## config.mk

```make
export PLATFORM = sky130hd
export DESIGN_NAME = fetch_aligner
export DESIGN_NICKNAME = d
export VERILOG_FILES = /design/src/rtl/fetch_aligner_pkg.sv /design/src/rtl/fetch_hw_queue.sv /design/src/rtl/fetch_aligner.sv
export SDC_FILE = /design/constraint.sdc
export NUM_CORES = 1
export LEC_CHECK = 0
export ABC_CLOCK_PERIOD_IN_PS = 13150
export BUFFER_PORTS_ARGS = -buffer_cell sky130_fd_sc_hd__buf_2
export CAP_MARGIN = 20
export CORE_MARGIN = 5
export CORE_UTILIZATION = 55
export DETAILED_ROUTE_END_ITERATION = 10
export HOLD_SLACK_MARGIN = 0.02
export PLACE_DENSITY = 0.86
export SETUP_SLACK_MARGIN = 0.1
export SYNTH_ARGS = -nofsm -noshare
export SYNTH_HDL_FRONTEND = slang
export SYNTH_SLANG_ARGS = --single-unit
```

## constraint.sdc

```tcl
create_clock -name i_clk -period 13.15 [get_ports i_clk]
set_clock_uncertainty 0.1 [all_clocks]
set_input_delay 2.63 -clock i_clk [delete_from_list [all_inputs] [get_ports i_clk]]
set_output_delay 2.63 -clock i_clk [all_outputs]
set_load 0.05 [all_outputs]
```

## src/rtl/fetch_aligner_pkg.sv

```systemverilog
// Definitions shared by the fetch realignment stage and the instruction decoder.
package fetch_aligner_pkg;

   localparam int         HW_W          = 16;
   localparam int         QUEUE_DEPTH   = 4;
   localparam logic [1:0] OPC_QUAD_FULL = 2'b11;

   typedef logic [HW_W-1:0] halfword_t;

   // Anything outside the full-width quadrant is a 16-bit instruction.
   function automatic logic is_compressed(input halfword_t hw);
      return hw[1:0] != OPC_QUAD_FULL;
   endfunction

endpackage

```

## src/rtl/fetch_hw_queue.sv

```systemverilog
// Four-entry halfword shift queue: pops from the head and appends after the
// surviving entries in the same cycle. Entries at or beyond count are stale.
module fetch_hw_queue
   import fetch_aligner_pkg::*;
(
   input  logic        clock,
   input  logic        reset,
   input  logic        clear,
   input  logic [1:0]  push_n,
   input  logic [31:0] push_data,
   input  logic [1:0]  pop_n,
   output logic [15:0] q0,
   output logic [15:0] q1,
   output logic [2:0]  count
);

   halfword_t  q       [QUEUE_DEPTH];
   halfword_t  shifted [QUEUE_DEPTH];
   halfword_t  q_next  [QUEUE_DEPTH];
   logic [2:0] base;

   always_comb begin
      case (pop_n)
         2'd1:    shifted = '{q[1], q[2], q[3], q[3]};
         2'd2:    shifted = '{q[2], q[3], q[3], q[3]};
         default: shifted = q;
      endcase
   end

   assign base = count - {1'b0, pop_n};

   // The lower pushed halfword lands right after the surviving entries.
   always_comb begin
      q_next = shifted;
      for (int i = 0; i < QUEUE_DEPTH; i++) begin
         if (push_n != 2'd0 && 3'(i) == base) begin
            q_next[i] = push_data[15:0];
         end
         if (push_n == 2'd2 && 3'(i) == base + 3'd1) begin
            q_next[i] = push_data[31:16];
         end
      end
   end

   always_ff @(posedge clock) begin
      if (reset || clear) begin
         count <= 3'd0;
      end else begin
         count <= count + {1'b0, push_n} - {1'b0, pop_n};
      end
   end

   always_ff @(posedge clock) begin
      q <= q_next;
   end

   assign q0 = q[0];
   assign q1 = q[1];

endmodule

```

## src/rtl/fetch_aligner.sv

```systemverilog
// Realigns word-aligned fetch data into whole instructions for the decoder,
// owning the fetch address and the halfword-granular instruction PC.
module fetch_aligner
   import fetch_aligner_pkg::*;
#(
   parameter logic [31:0] RESET_PC = 32'h0000_0000
)
(
   input  logic        i_clk,
   input  logic        i_rst,
   output logic        o_fetch_req,
   output logic [31:0] o_fetch_addr,
   input  logic        i_fetch_valid,
   input  logic [31:0] i_fetch_data,
   input  logic        i_flush,
   input  logic [31:0] i_flush_pc,
   output logic [31:0] o_insn,
   output logic [31:0] o_insn_pc,
   output logic        o_insn_compressed,
   output logic        o_insn_valid,
   input  logic        i_insn_ready
);

   localparam logic [31:0] RESET_PC_HW = {RESET_PC[31:1], 1'b0};
   localparam logic [31:0] RESET_FADDR = {RESET_PC[31:2], 2'b00};

   logic [31:0] pc;
   logic [31:0] faddr;
   logic        skip_low;

   logic [15:0] q0;
   logic [15:0] q1;
   logic [2:0]  count;

   logic        head_compressed;
   logic        fetch_fire;
   logic        consume;
   logic [1:0]  push_n;
   logic [1:0]  pop_n;
   logic [31:0] push_data;
   logic        unused_flush_bit;

   assign unused_flush_bit = i_flush_pc[0];

   assign head_compressed = is_compressed(q0);

   assign o_insn_valid = !i_rst && !i_flush &&
                         (count >= 3'd2 || (count == 3'd1 && head_compressed));
   assign o_fetch_req  = !i_rst && !i_flush && count <= 3'd2;

   assign o_insn            = head_compressed ? {16'h0000, q0} : {q1, q0};
   assign o_insn_compressed = head_compressed;
   assign o_insn_pc         = i_rst ? RESET_PC_HW : pc;
   assign o_fetch_addr      = i_rst ? RESET_FADDR : faddr;

   assign fetch_fire = o_fetch_req && i_fetch_valid;
   assign consume    = o_insn_valid && i_insn_ready;

   // After a redirect to an odd halfword only the upper half of the word is kept.
   assign push_n    = !fetch_fire ? 2'd0 : (skip_low ? 2'd1 : 2'd2);
   assign push_data = skip_low ? {16'h0000, i_fetch_data[31:16]} : i_fetch_data;
   assign pop_n     = !consume ? 2'd0 : (head_compressed ? 2'd1 : 2'd2);

   fetch_hw_queue u_queue (
      .clock     (i_clk),
      .reset     (i_rst),
      .clear     (i_flush),
      .push_n    (push_n),
      .push_data (push_data),
      .pop_n     (pop_n),
      .q0        (q0),
      .q1        (q1),
      .count     (count)
   );

   always_ff @(posedge i_clk) begin
      if (i_rst) begin
         pc       <= RESET_PC_HW;
         faddr    <= RESET_FADDR;
         skip_low <= RESET_PC[1];
      end else if (i_flush) begin
         pc       <= {i_flush_pc[31:1], 1'b0};
         faddr    <= {i_flush_pc[31:2], 2'b00};
         skip_low <= i_flush_pc[1];
      end else begin
         if (fetch_fire) begin
            faddr    <= faddr + 32'd4;
            skip_low <= 1'b0;
         end
         if (consume) begin
            pc <= pc + (head_compressed ? 32'd2 : 32'd4);
         end
      end
   end

endmodule

```

# After elaboration in Yosys (flattened, before gate mapping)
# Cells that the tools add are included.
word_totals:
  regBits: 132
  latch_bits: 0
  mem_bits_rw: 0
  romBits: 0
  in_bits: 69
  out_inout_bits: 99
  wordCells: 81
  memories: 0
classes:
  addsub: 6
  multipliers: 0
  div: 0
  magnitude_cmp: 2
  n_eq_ne: 11
  shifts: 0
  muxes: 24
  bitwise_logic: 0
  reduce_logical: 28
op_table:
  columns: ["op", "count"]
  rows:
  - ["two-way mux 32 bit", 8]
  - ["two-way mux 16 bit", 8]
  - ["one-hot mux 64 bit (2 select lines)", 1]
  - ["adder 32 x 3 -> 32 bit", 1]
  - ["adder 32 x 3 -> 32 bit, second input constant", 1]
  - ["logical AND 1 bit", 14]
  - ["equality test 2 x 3 -> 1 bit, first input constant", 4]
  - ["nonzero test 4 bit", 3]
  - ["two-way mux 2 bit", 4]
  - ["nonzero test 2 bit", 4]
  - ["equality test 1 x 3 -> 1 bit, first input constant", 2]
  - ["zero test 3 bit", 2]
  - ["subtractor 3 x 2 -> 3 bit", 2]
  - ["equality test 2 bit, second input constant", 2]
  - ["adder 3 x 1 -> 3 bit, second input constant", 1]
  - ["adder 3 x 2 -> 3 bit", 1]
  - ["equality test 3 x 1 -> 1 bit, second input constant", 1]
  - [">= comparator 3 x 2 -> 1 bit, second input constant", 1]
  - ["less-or-equal comparator 3 x 2 -> 1 bit, second input constant", 1]
  - ["two-way mux 3 bit", 1]
  - ["equality test 2 x 1 -> 1 bit, second input constant", 1]
  - ["zero test 1 bit", 2]
  - ["logical OR 1 bit", 2]
  - ["two-way mux 1 bit", 2]
  - ["other kinds (2)", 2]

# Longest topological paths before layout
# Gate-level depths: netlist of the first run.
logic_depth:
  ltp_word: 11
  depth_mapped: 19
  ltp_nobuf: 15

# Modules after synthesis
# From an unflattened synthesis of the first run, not the netlist that was laid out.
hier_totals:
  hier_cells: 993
  hier_area_um2: 9009.9
modules_own_cells:
  columns: ["mod", "n_inst", "cells_each", "area_each_um2", "seq_area_each_um2"]
  rows:
  - ["fetch_hw_queue", 1, 429, 4540.6, 1981.9]
  - ["fetch_aligner", 1, 564, 4469.3, 1241.2]

# Worst setup path before layout of the first run
# OpenSTA, ideal clock, no wires.
synth_path:
  kind: "input-to-reg"
  from: "input port i_rst"
  to: "register u_queue.q (netlist bit u_queue.q0[0]), enable pin"
  setup_time_ns: 0.411
  t_arrival_ns: 6.709
  t_required_ns: 12.639
  slack_ns: 5.930
  stages: 12
  n_path_buf: 2
  cell_sequence: "clkbuf_1 nor2_1 nand4_1 clkbuf_1 fa_1 inv_1 nor2_1 ha_1 nand2b_1 nor3_1 nor2_1 o21ai_0"
synth_via:
  elab_chain_cells: 10
  elab_cells_between_ends: 19
  classes_between: "add/sub (2); eq/ne (3); mux (2); reduce/logical (12)"
synth_rtl:
  columns: ["element", "line_no", "text"]
  rows:
  - ["from (decl)", "fetch_aligner.sv:10", "input logic i_rst,"]
  - ["zero test 1 bit *", "fetch_aligner.sv:47, fetch_aligner.sv:49", null]
  - ["logical AND 1 bit *", "fetch_aligner.sv:47, fetch_aligner.sv:49", null]
  - ["logical AND 1 bit", "fetch_aligner.sv:47", "assign o_insn_valid = !i_rst && !i_flush &&"]
  - ["logical AND 1 bit", "fetch_aligner.sv:57", "assign consume = o_insn_valid && i_insn_ready;"]
  - ["two-way mux 2 bit", "fetch_aligner.sv:62", "assign pop_n = !consume ? 2'd0 : (head_compressed ? 2'd1 : 2'd2);"]
  - ["subtractor 3 x 2 -> 3 bit", "fetch_hw_queue.sv:30", "assign base = count - {1'b0, pop_n};"]
  - ["adder 3 x 1 -> 3 bit", "fetch_hw_queue.sv:39", "if (push_n == 2'd2 && 3'(i) == base + 3'd1) begin"]
  - ["zero test 3 bit", "fetch_hw_queue.sv:39", null]
  - ["logical AND 1 bit", "fetch_hw_queue.sv:39", null]
  - ["nonzero test 4 bit (no source line) *", null, null]
  - ["to (signal assigned)", "fetch_hw_queue.sv:54", "q <= q_next;"]
  - ["to (decl)", "fetch_hw_queue.sv:17", "halfword_t q [QUEUE_DEPTH];"]
# Mark *: on every way between the ends. The rest lies on a longest branch, timed or not.
# A chain may end at the register's enable or synchronous reset.

==> impl_table.tex, run 1 <==
\begin{tabular}{lr}
\hline
Metric & Value \\
\hline
\multicolumn{2}{l}{\textbf{Critical path}} \\
\quad Signal arrival time at the worst endpoint & 7.19 ns \\
\quad Largest fanout on the critical path & 39 \\
\quad Startpoint type of the worst setup path & input port \\
\quad Worst EP required & 13.22 ns \\
\quad Critical Path Start & i\_flush \\
\quad Kind of end point of the critical path & flip-flop \\
\quad Critical path class & in2reg \\
\quad R2R Path Start & u\_queue.q0[0]\$\_DFFE\_PP\_ \\
\multicolumn{2}{l}{\textbf{Timing}} \\
\quad Setup repair after global routing missed its margin & false \\
\quad Shortest period the worst path allows & 7.13 ns \\
\quad Final setup violation count & 0 \\
\quad Maximum clock frequency & 140 MHz \\
\quad Worst relative slew slack & 24.7\% \\
\quad Setup tns final & 0 ns \\
\quad Final max-slew violation count & 0 \\
\quad Smallest hold slack & 0.401 ns \\
\quad Part of the cycle the worst path needs & 54.2\% \\
\quad Final Hold Violating Endpoints & 0 \\
\quad Slew at the pin closest to its max-slew limit & 1.12 ns \\
\multicolumn{2}{l}{\textbf{Logic synthesis}} \\
\quad Cell types with the highest counts after synthesis & 69 x sky130\_fd\_sc\_hd\_\_nor2\_1, 67 x sky130\_fd\_sc\_hd\_\_clkbuf\_1, 66 x sky130\_fd\_sc\_hd\_\_a22oi\_1, 65 x sky130\_fd\_sc\_hd\_\_dfxtp\_1, 64 x sky130\_fd\_sc\_hd\_\_edfxtp\_1 \\
\quad Post-Syn Area & 8240 um2 \\
\quad Fraction of registers with async set or reset after synthesis & 0\% \\
\quad Sequential-to-total area share from yosys stat & 39.1\% \\
\quad Synth top area share & 23.3\% \\
\quad Mean cell area of the mapped netlist & 8.96 um2 \\
\quad Cell with the most instances after synthesis & sky130\_fd\_sc\_hd\_\_nor2\_1 \\
\quad Top cells by area, synth & sky130\_fd\_sc\_hd\_\_edfxtp\_1 23\%, sky130\_fd\_sc\_hd\_\_dfxtp\_1 16\%, sky130\_fd\_sc\_hd\_\_a22oi\_1 6.0\% \\
\quad Most used DFF post-synth & sky130\_fd\_sc\_hd\_\_dfxtp\_1 \\
\quad Synthesis Warnings & 0 \\
\quad Cell taking the most area after synthesis & sky130\_fd\_sc\_hd\_\_edfxtp\_1 \\
\quad Number of flops mapped to enable cells by yosys & 64 \\
\quad Synth Register Bits & 129 \\
\quad Yosys cell types & 62 \\
\quad Gate count of the mapped netlist & 920 \\
\multicolumn{2}{l}{\textbf{Power}} \\
\quad P per Cell Area & 115 nW/um2 \\
\quad Peak VDD IR & 0.0903 mV \\
\quad Cell leakage power & 0.00392 uW \\
\quad Total power & 1100 uW \\
\multicolumn{2}{l}{\textbf{Finish}} \\
\quad Fraction of layout instances using a drive strength above 1 & 23.1\% \\
\quad Final layout net count & 1,106 \\
\quad Post-route standard cell area excluding fillers & 9570 um2 \\
\quad Fill cells & 1,175 \\
\quad Number of antenna repair diodes & 0 \\
\quad Area growth syn-to-layout & 16.1\% \\
\multicolumn{2}{l}{\textbf{Clock network}} \\
\quad Source-to-sink clock delay at the later pin of the worst-skew pair & 0.43 ns \\
\quad Root Buffer Master & sky130\_fd\_sc\_hd\_\_clkbuf\_16 \\
\quad Clock tree from TritonCTS & yes \\
\quad Clk sinks & 129 \\
\quad Count of instances resized after the clock tree is built & 0 \\
\quad Maximum clock insertion buffer count & 2 \\
\quad Number of hold-repair buffers added at the cts stage & 0 \\
\quad Total setup buffers inserted after CTS & 0 \\
\quad Inserted Clock Buffers & 17 \\
\quad Clock-pin slew of the registers on the worst-case setup and hold paths & 0.06 ns \\
\quad Htree depth & 4 \\
\multicolumn{2}{l}{\textbf{Floorplanning}} \\
\quad DIE AREA & 17,500 um2 \\
\quad FP Rows & 44 \\
\quad Std-Cell Core Area & 14,600 um2 \\
\quad Top Ports & 168 \\
\quad Horizontal extent of the die & 132 um \\
\quad Initial cell density of the core & 56.5\% \\
\quad Die Ht & 132 um \\
\multicolumn{2}{l}{\textbf{Global routing}} \\
\quad First-pass GRT wire length & 39,000 um \\
\quad Pin count of the biggest net entering global routing & 76 \\
\quad Initial antenna violation count & 1 \\
\quad Via count of the first global-routing pass & 7,595 \\
\quad Overall Global Routing Usage & 26.9\% \\
\quad Sum of overflow across all layers after global routing & 0 \\
\multicolumn{2}{l}{\textbf{Placement}} \\
\quad Gp weighted congestion & 0.948 \\
\quad Post-DP HPWL & 16,800 um \\
\quad Post-Place Cell Area & 9000 um2 \\
\quad IO Port Bufs & 163 \\
\multicolumn{2}{l}{\textbf{Routing}} \\
\quad DRC viols & 0 \\
\quad Via total after detailed routing & 8,026 \\
\quad Drt first-iter violations & 970 \\
\quad Sum of routed wire length over all layers & 24,400 um \\
\quad Antenna Violating Nets Remaining & 0 \\
\quad Pre-antenna DRT Iters & 5 \\
\quad Vias per cell & 6.56 \\
\quad Wirelength per Cell & 19.9 um \\
\multicolumn{2}{l}{\textbf{Run status}} \\
\quad Outcome & completed \\
\multicolumn{2}{l}{\textbf{Run}} \\
\quad Number of max-cap violations & 0 \\
\multicolumn{2}{l}{\textbf{Hold path}} \\
\quad Beginning of the worst hold path & skip\_low\$\_SDFFE\_PP0P\_ \\
\quad Classification of the worst-slack hold path & reg2reg \\
\hline
\end{tabular}
routing by layer:
layer / part of all wire [%] / vias to the layer above / global-route usage [%]
met3: 11 / 73 / 6.64
li1: - / 3649 / -
met5: 0.053 / - / 0
met4: 2.5 / 2 / 9.22
met2: 49 / 569 / 45.0
met1: 38 / 3733 / 34.0
path summary, 6_finish.rpt:
path	to	slack, ns	cells after the start
worst max-delay path	u_queue.q[0]$_DFFE_PP_	6.02	12
worst min-delay path	skip_low$_SDFFE_PP0P_	0.40	2
worst max register to register	u_queue.q[0]$_DFFE_PP_	7.68	14
worst min register to register	skip_low$_SDFFE_PP0P_	0.40	2
sequential cells by signal, indices dropped and copies added (netlist names):
name,count
u_queue.q,32
pc,31
faddr,30
u_queue.q0,16
u_queue.q1,16
u_queue.count,3
skip_low,1
cell usage in the layout, fill, tap and decap left out, types with 6 or more instances in the layout:
cell	instances
sky130_fd_sc_hd__buf_2	162
sky130_fd_sc_hd__nor2_1	69
sky130_fd_sc_hd__a22oi_1	66
sky130_fd_sc_hd__dfxtp_1	65
sky130_fd_sc_hd__edfxtp_1	64
sky130_fd_sc_hd__nor2b_1	53
sky130_fd_sc_hd__nand2_1	48
sky130_fd_sc_hd__o22ai_1	43
sky130_fd_sc_hd__a21oi_1	35
sky130_fd_sc_hd__mux2i_1	34
sky130_fd_sc_hd__nand3_1	26
sky130_fd_sc_hd__and3_1	25
sky130_fd_sc_hd__a31oi_1	24
sky130_fd_sc_hd__xnor2_1	23
sky130_fd_sc_hd__inv_1	22
sky130_fd_sc_hd__nand4_1	20
sky130_fd_sc_hd__nor3_1	20
sky130_fd_sc_hd__o21ai_0	18
sky130_fd_sc_hd__clkbuf_16	17
sky130_fd_sc_hd__mux2_2	16
sky130_fd_sc_hd__o221ai_1	16
sky130_fd_sc_hd__xor2_1	15
sky130_fd_sc_hd__buf_4	15
sky130_fd_sc_hd__o21a_1	13
sky130_fd_sc_hd__and2_1	13
sky130_fd_sc_hd__a21boi_0	12
sky130_fd_sc_hd__nor4_1	8
sky130_fd_sc_hd__and4_1	8
sky130_fd_sc_hd__a211oi_1	7
sky130_fd_sc_hd__ha_1	6
layout make-up:
cell class              instances  area (um2)  share of cell area (%)
multi-input cells             677        4520                    47.3
clock inverters                15         135                    1.41
flip-flops and latches        129        3220                    33.7
inverters                      23        86.3                   0.902
repair buffers                179         946                    9.89
clock buffers                  17         425                    4.45
well taps                     184         230                    2.41
kinds of logic (layout without fill, tap and decap cells):
group,count (synthesis),count (layout),share of synthesized area [%]
buffers and inverters,116,234,6.21
muxes,50,50,6.32
AOI/OAI and AO/OA,259,259,21.7
DFF,129,129,39.1
other,1,3,0.0455
xor gates and xnor gates,38,38,4.04
adders and majority gates,10,10,1.88
and+or+nand+nor,317,317,20.7
report_power, final:
part	total, uW	switching [uW]	internal [uW]
sequential	463	21.1	442
combinational	184	124	59.4
clock	454	193	261
stage by stage:
step	std cells	setup WS, ns	util [%]
5_1_grt	1224	5.77	65.6
4_1_cts	1223	6.06	65.5
6_report	1224	6.02	65.6
3_5_place_dp	1191	5.64	61.7
3_3_place_gp	1190	5.60	61.6
2_1_floorplan	922	5.93	-
worst max-delay path, cell delays in order:
cell                      delay, ns
sky130_fd_sc_hd__buf_2         0.59
sky130_fd_sc_hd__nor2_1        0.27
sky130_fd_sc_hd__nand4_1       0.17
sky130_fd_sc_hd__buf_4         0.51
sky130_fd_sc_hd__fa_1          0.58
sky130_fd_sc_hd__inv_1         0.17
sky130_fd_sc_hd__nor2_1        0.07
sky130_fd_sc_hd__ha_1          0.29
sky130_fd_sc_hd__and2_1        0.40
sky130_fd_sc_hd__a31oi_1       0.80
sky130_fd_sc_hd__buf_4         0.34
sky130_fd_sc_hd__mux2_2        0.36
(Power assumes the default switching activity.)
==> run 2: changes to the inputs <==
--- a/config.mk
+++ b/config.mk
@@ -5,7 +5,7 @@
 export SDC_FILE = /design/constraint.sdc
 export NUM_CORES = 1
 export LEC_CHECK = 0
-export ABC_CLOCK_PERIOD_IN_PS = 13150
+export ABC_CLOCK_PERIOD_IN_PS = 6750
 export BUFFER_PORTS_ARGS = -buffer_cell sky130_fd_sc_hd__buf_2
 export CAP_MARGIN = 20
 export CORE_MARGIN = 5
==> constraint.sdc (replaced) <==
create_clock -name i_clk -period 6.75 [get_ports i_clk]
set_clock_uncertainty 0.1 [all_clocks]
set_input_delay 1.35 -clock i_clk [delete_from_list [all_inputs] [get_ports i_clk]]
set_output_delay 1.35 -clock i_clk [all_outputs]
set_load 0.05 [all_outputs]
==> impl_table.tex, run 2 (synthesized netlist as in run 1, its figures left out) <==
\begin{tabular}{lr}
\hline
Metric & Value \\
\hline
\multicolumn{2}{l}{\textbf{Power}} \\
\quad Total power & 2220 uW \\
\quad Peak VDD IR & 0.180 mV \\
\quad P per Cell Area & 229 nW/um2 \\
\quad Combinational Power Share & 16.3\% \\
\quad Internal power & 1590 uW \\
\quad Switch share & 28.2\% \\
\quad Cell leakage power & 0.00399 uW \\
\quad Net switching power figure & 625 uW \\
\quad Share of total power in the clock network & 43.0\% \\
\quad Part of the total power dissipated in sequential elements & 40.7\% \\
\multicolumn{2}{l}{\textbf{Clock network}} \\
\quad Count of instances resized after the clock tree is built & 0 \\
\quad Number of hold-repair buffers added at the cts stage & 0 \\
\quad Clk sinks & 129 \\
\quad Root Buffer Master & sky130\_fd\_sc\_hd\_\_clkbuf\_16 \\
\quad Clock tree from TritonCTS & yes \\
\quad Source-to-sink clock delay at the later pin of the worst-skew pair & 0.42 ns \\
\quad Total setup buffers inserted after CTS & 0 \\
\quad Clock-pin slew of the registers on the worst-case setup and hold paths & 0.06 ns \\
\quad Maximum clock insertion buffer count & 2 \\
\quad Htree depth & 4 \\
\quad Inserted Clock Buffers & 17 \\
\multicolumn{2}{l}{\textbf{Finish}} \\
\quad Commonest non-fill, non-tap cell in the layout & sky130\_fd\_sc\_hd\_\_buf\_2 \\
\quad Fraction of layout instances using a drive strength above 1 & 23.3\% \\
\quad Non-filler cells in the finished layout & 1,230 \\
\quad Area growth syn-to-layout & 17.3\% \\
\quad Number of antenna repair diodes & 0 \\
\quad Top library cells by usage in the layout, fill and taps aside & 163 x sky130\_fd\_sc\_hd\_\_buf\_2, 69 x sky130\_fd\_sc\_hd\_\_nor2\_1, 66 x sky130\_fd\_sc\_hd\_\_a22oi\_1, 65 x sky130\_fd\_sc\_hd\_\_dfxtp\_1, 64 x sky130\_fd\_sc\_hd\_\_edfxtp\_1 \\
\quad Final layout net count & 1,112 \\
\quad Top Registers & u\_queue.q (32), pc (31), faddr (30) \\
\quad Most flop-heavy register & u\_queue.q \\
\quad Largest register FFs & 32 \\
\multicolumn{2}{l}{\textbf{Routing}} \\
\quad Vias per cell & 6.51 \\
\quad Wirelength per Cell & 19.8 um \\
\quad Via total after detailed routing & 8,013 \\
\quad Pre-antenna DRT Iters & 6 \\
\quad Antenna Violating Nets Remaining & 0 \\
\quad DRC viols & 0 \\
\quad Drt first-iter violations & 917 \\
\quad Sum of routed wire length over all layers & 24,300 um \\
\multicolumn{2}{l}{\textbf{Global routing}} \\
\quad Sum of overflow across all layers after global routing & 0 \\
\quad First-pass GRT wire length & 38,800 um \\
\quad Initial antenna violation count & 0 \\
\quad Via count of the first global-routing pass & 7,562 \\
\quad Pin count of the biggest net entering global routing & 106 \\
\quad Overall Global Routing Usage & 26.7\% \\
\multicolumn{2}{l}{\textbf{Critical path}} \\
\quad Critical R2R Capture & u\_queue.q0[11]\$\_DFFE\_PP\_ \\
\quad Worst EP required & 6.75 ns \\
\quad Critical Path Start & u\_queue.q0[0]\$\_DFFE\_PP\_ \\
\quad Kind of end point of the critical path & flip-flop \\
\quad Number of cells on the worst reg-to-reg path & 17 \\
\quad Startpoint type of the worst setup path & flip-flop \\
\quad Critical path class & reg2reg \\
\quad Reg-to-reg slack, setup & 1.87 ns \\
\quad Largest fanout on the critical path & 19 \\
\quad R2R Path Start & u\_queue.q0[0]\$\_DFFE\_PP\_ \\
\quad Signal arrival time at the worst endpoint & 4.88 ns \\
\quad Worst setup endpoint & u\_queue.q0[11]\$\_DFFE\_PP\_ \\
\multicolumn{2}{l}{\textbf{Placement}} \\
\quad Gp weighted congestion & 0.934 \\
\quad IO Port Bufs & 163 \\
\quad Post-DP HPWL & 16,500 um \\
\quad Post-placement cell count & 1,196 \\
\quad Pre-CTS setup slack & 1.67 ns \\
\multicolumn{2}{l}{\textbf{Timing}} \\
\quad Setup repair after global routing missed its margin & false \\
\quad Worst setup slack after layout & 1.87 ns \\
\quad Slew at the pin closest to its max-slew limit & 1.02 ns \\
\quad Final Hold Violating Endpoints & 0 \\
\quad Part of the cycle the worst path needs & 72.3\% \\
\quad Shortest period the worst path allows & 4.88 ns \\
\quad Worst relative slew slack & 32.0\% \\
\quad Maximum clock frequency & 205 MHz \\
\quad Final setup violation count & 0 \\
\quad Setup tns final & 0 ns \\
\quad Final max-slew violation count & 0 \\
\multicolumn{2}{l}{\textbf{Floorplanning}} \\
\quad Top Ports & 168 \\
\quad Die Ht & 132 um \\
\quad DIE AREA & 17,500 um2 \\
\quad FP Rows & 44 \\
\quad Horizontal extent of the die & 132 um \\
\quad Initial cell density of the core & 56.5\% \\
\quad Std-Cell Core Area & 14,600 um2 \\
\multicolumn{2}{l}{\textbf{Run}} \\
\quad Number of max-cap violations & 0 \\
\multicolumn{2}{l}{\textbf{Run status}} \\
\quad Outcome & completed \\
\multicolumn{2}{l}{\textbf{Hold path}} \\
\quad Classification of the worst-slack hold path & reg2reg \\
\hline
\end{tabular}
run 2: cell count changes in the layout (fill, tap and decap cells not counted), moves of 2 or more:
cell,before,now
sky130_fd_sc_hd__buf_4,15,21
sky130_fd_sc_hd__clkbuf_16,17,20
sky130_fd_sc_hd__clkbuf_4,0,2
sky130_fd_sc_hd__clkbuf_8,0,3
sky130_fd_sc_hd__clkinv_4,4,2
sky130_fd_sc_hd__clkinvlp_2,2,0
sky130_fd_sc_hd__clkinvlp_4,2,0
sky130_fd_sc_hd__inv_6,4,0
run 2: area by class of cell:
| type | instances | area (um2) |
|---|---|---|
| clock buffer | 26 | 561 |
| clock inverter | 6 | 63.8 |
| fill | 1128 | 4920 |
| inverter | 23 | 86.3 |
| multi-input combinational | 677 | 4520 |
| sequential | 129 | 3220 |
| tap | 184 | 230 |
| timing repair buffer | 185 | 985 |
run 2: power groups by stage:
| stage | registers, uW | logic, uW | clock network, uW |
|---|---|---|---|
| 5_1_grt | 907 | 386 | 995 |
| 6_report | 902 | 361 | 952 |
| 4_1_cts | 901 | 357 | 958 |
| 3_3_place_gp | 915 | 347 | 0 |
| 2_1_floorplan | 903 | 266 | 0 |
| 3_5_place_dp | 916 | 354 | 0 |
run 2: per-stage QoR:
stage               hold WS [ns]  cell area, um2  util (%)
finish                     0.442            9670      66.3
global route               0.473            9670      66.3
CTS                        0.435            9650      66.1
detailed placement         0.430            9030      61.9
global placement           0.420            9030      61.9
floorplan                  0.377            8250         -
run 2: layer usage:
layer / vias up / wire length [um] / track usage, %
li1: 3665 / - / -
met1: 3692 / 9340 / 34.2
met2: 565 / 11400 / 43.1
met3: 91 / 2760 / 6.34
met4: 0 / 839 / 11.9
met5: - / 0 / 0
run 2: critical path: stages (launching register included):
cell	delay [ns]
sky130_fd_sc_hd__edfxtp_1	0.66
sky130_fd_sc_hd__a21boi_1	0.58
sky130_fd_sc_hd__o21a_1	0.35
sky130_fd_sc_hd__nand2_1	0.20
sky130_fd_sc_hd__nor2_1	0.14
sky130_fd_sc_hd__ha_1	0.15
sky130_fd_sc_hd__inv_1	0.07
sky130_fd_sc_hd__fa_1	0.50
sky130_fd_sc_hd__inv_1	0.18
sky130_fd_sc_hd__nor2_1	0.07
sky130_fd_sc_hd__ha_1	0.29
sky130_fd_sc_hd__nand2b_1	0.09
sky130_fd_sc_hd__nor3_1	0.18
sky130_fd_sc_hd__buf_4	0.30
sky130_fd_sc_hd__nor2_1	0.10
sky130_fd_sc_hd__nor2_1	0.13
sky130_fd_sc_hd__buf_4	0.25
sky130_fd_sc_hd__o221ai_1	0.20
run 2: how the worst min path moves through the flow:
stage                                      start                endpoint  slack, ns  cells after the start
after CTS                    pc[27]$_SDFFE_PP0P_     pc[28]$_SDFFE_PP0P_       0.43                      2
final                        pc[27]$_SDFFE_PP0P_     pc[28]$_SDFFE_PP0P_       0.44                      2
after global routing      faddr[27]$_SDFFE_PP0P_  faddr[27]$_SDFFE_PP0P_       0.47                      2
after global placement       pc[24]$_SDFFE_PP0P_     pc[24]$_SDFFE_PP0P_       0.42                      2
after floorplan              pc[27]$_SDFFE_PP0P_     pc[28]$_SDFFE_PP0P_       0.38                      2
after detailed placement     pc[27]$_SDFFE_PP0P_     pc[28]$_SDFFE_PP0P_       0.43                      2
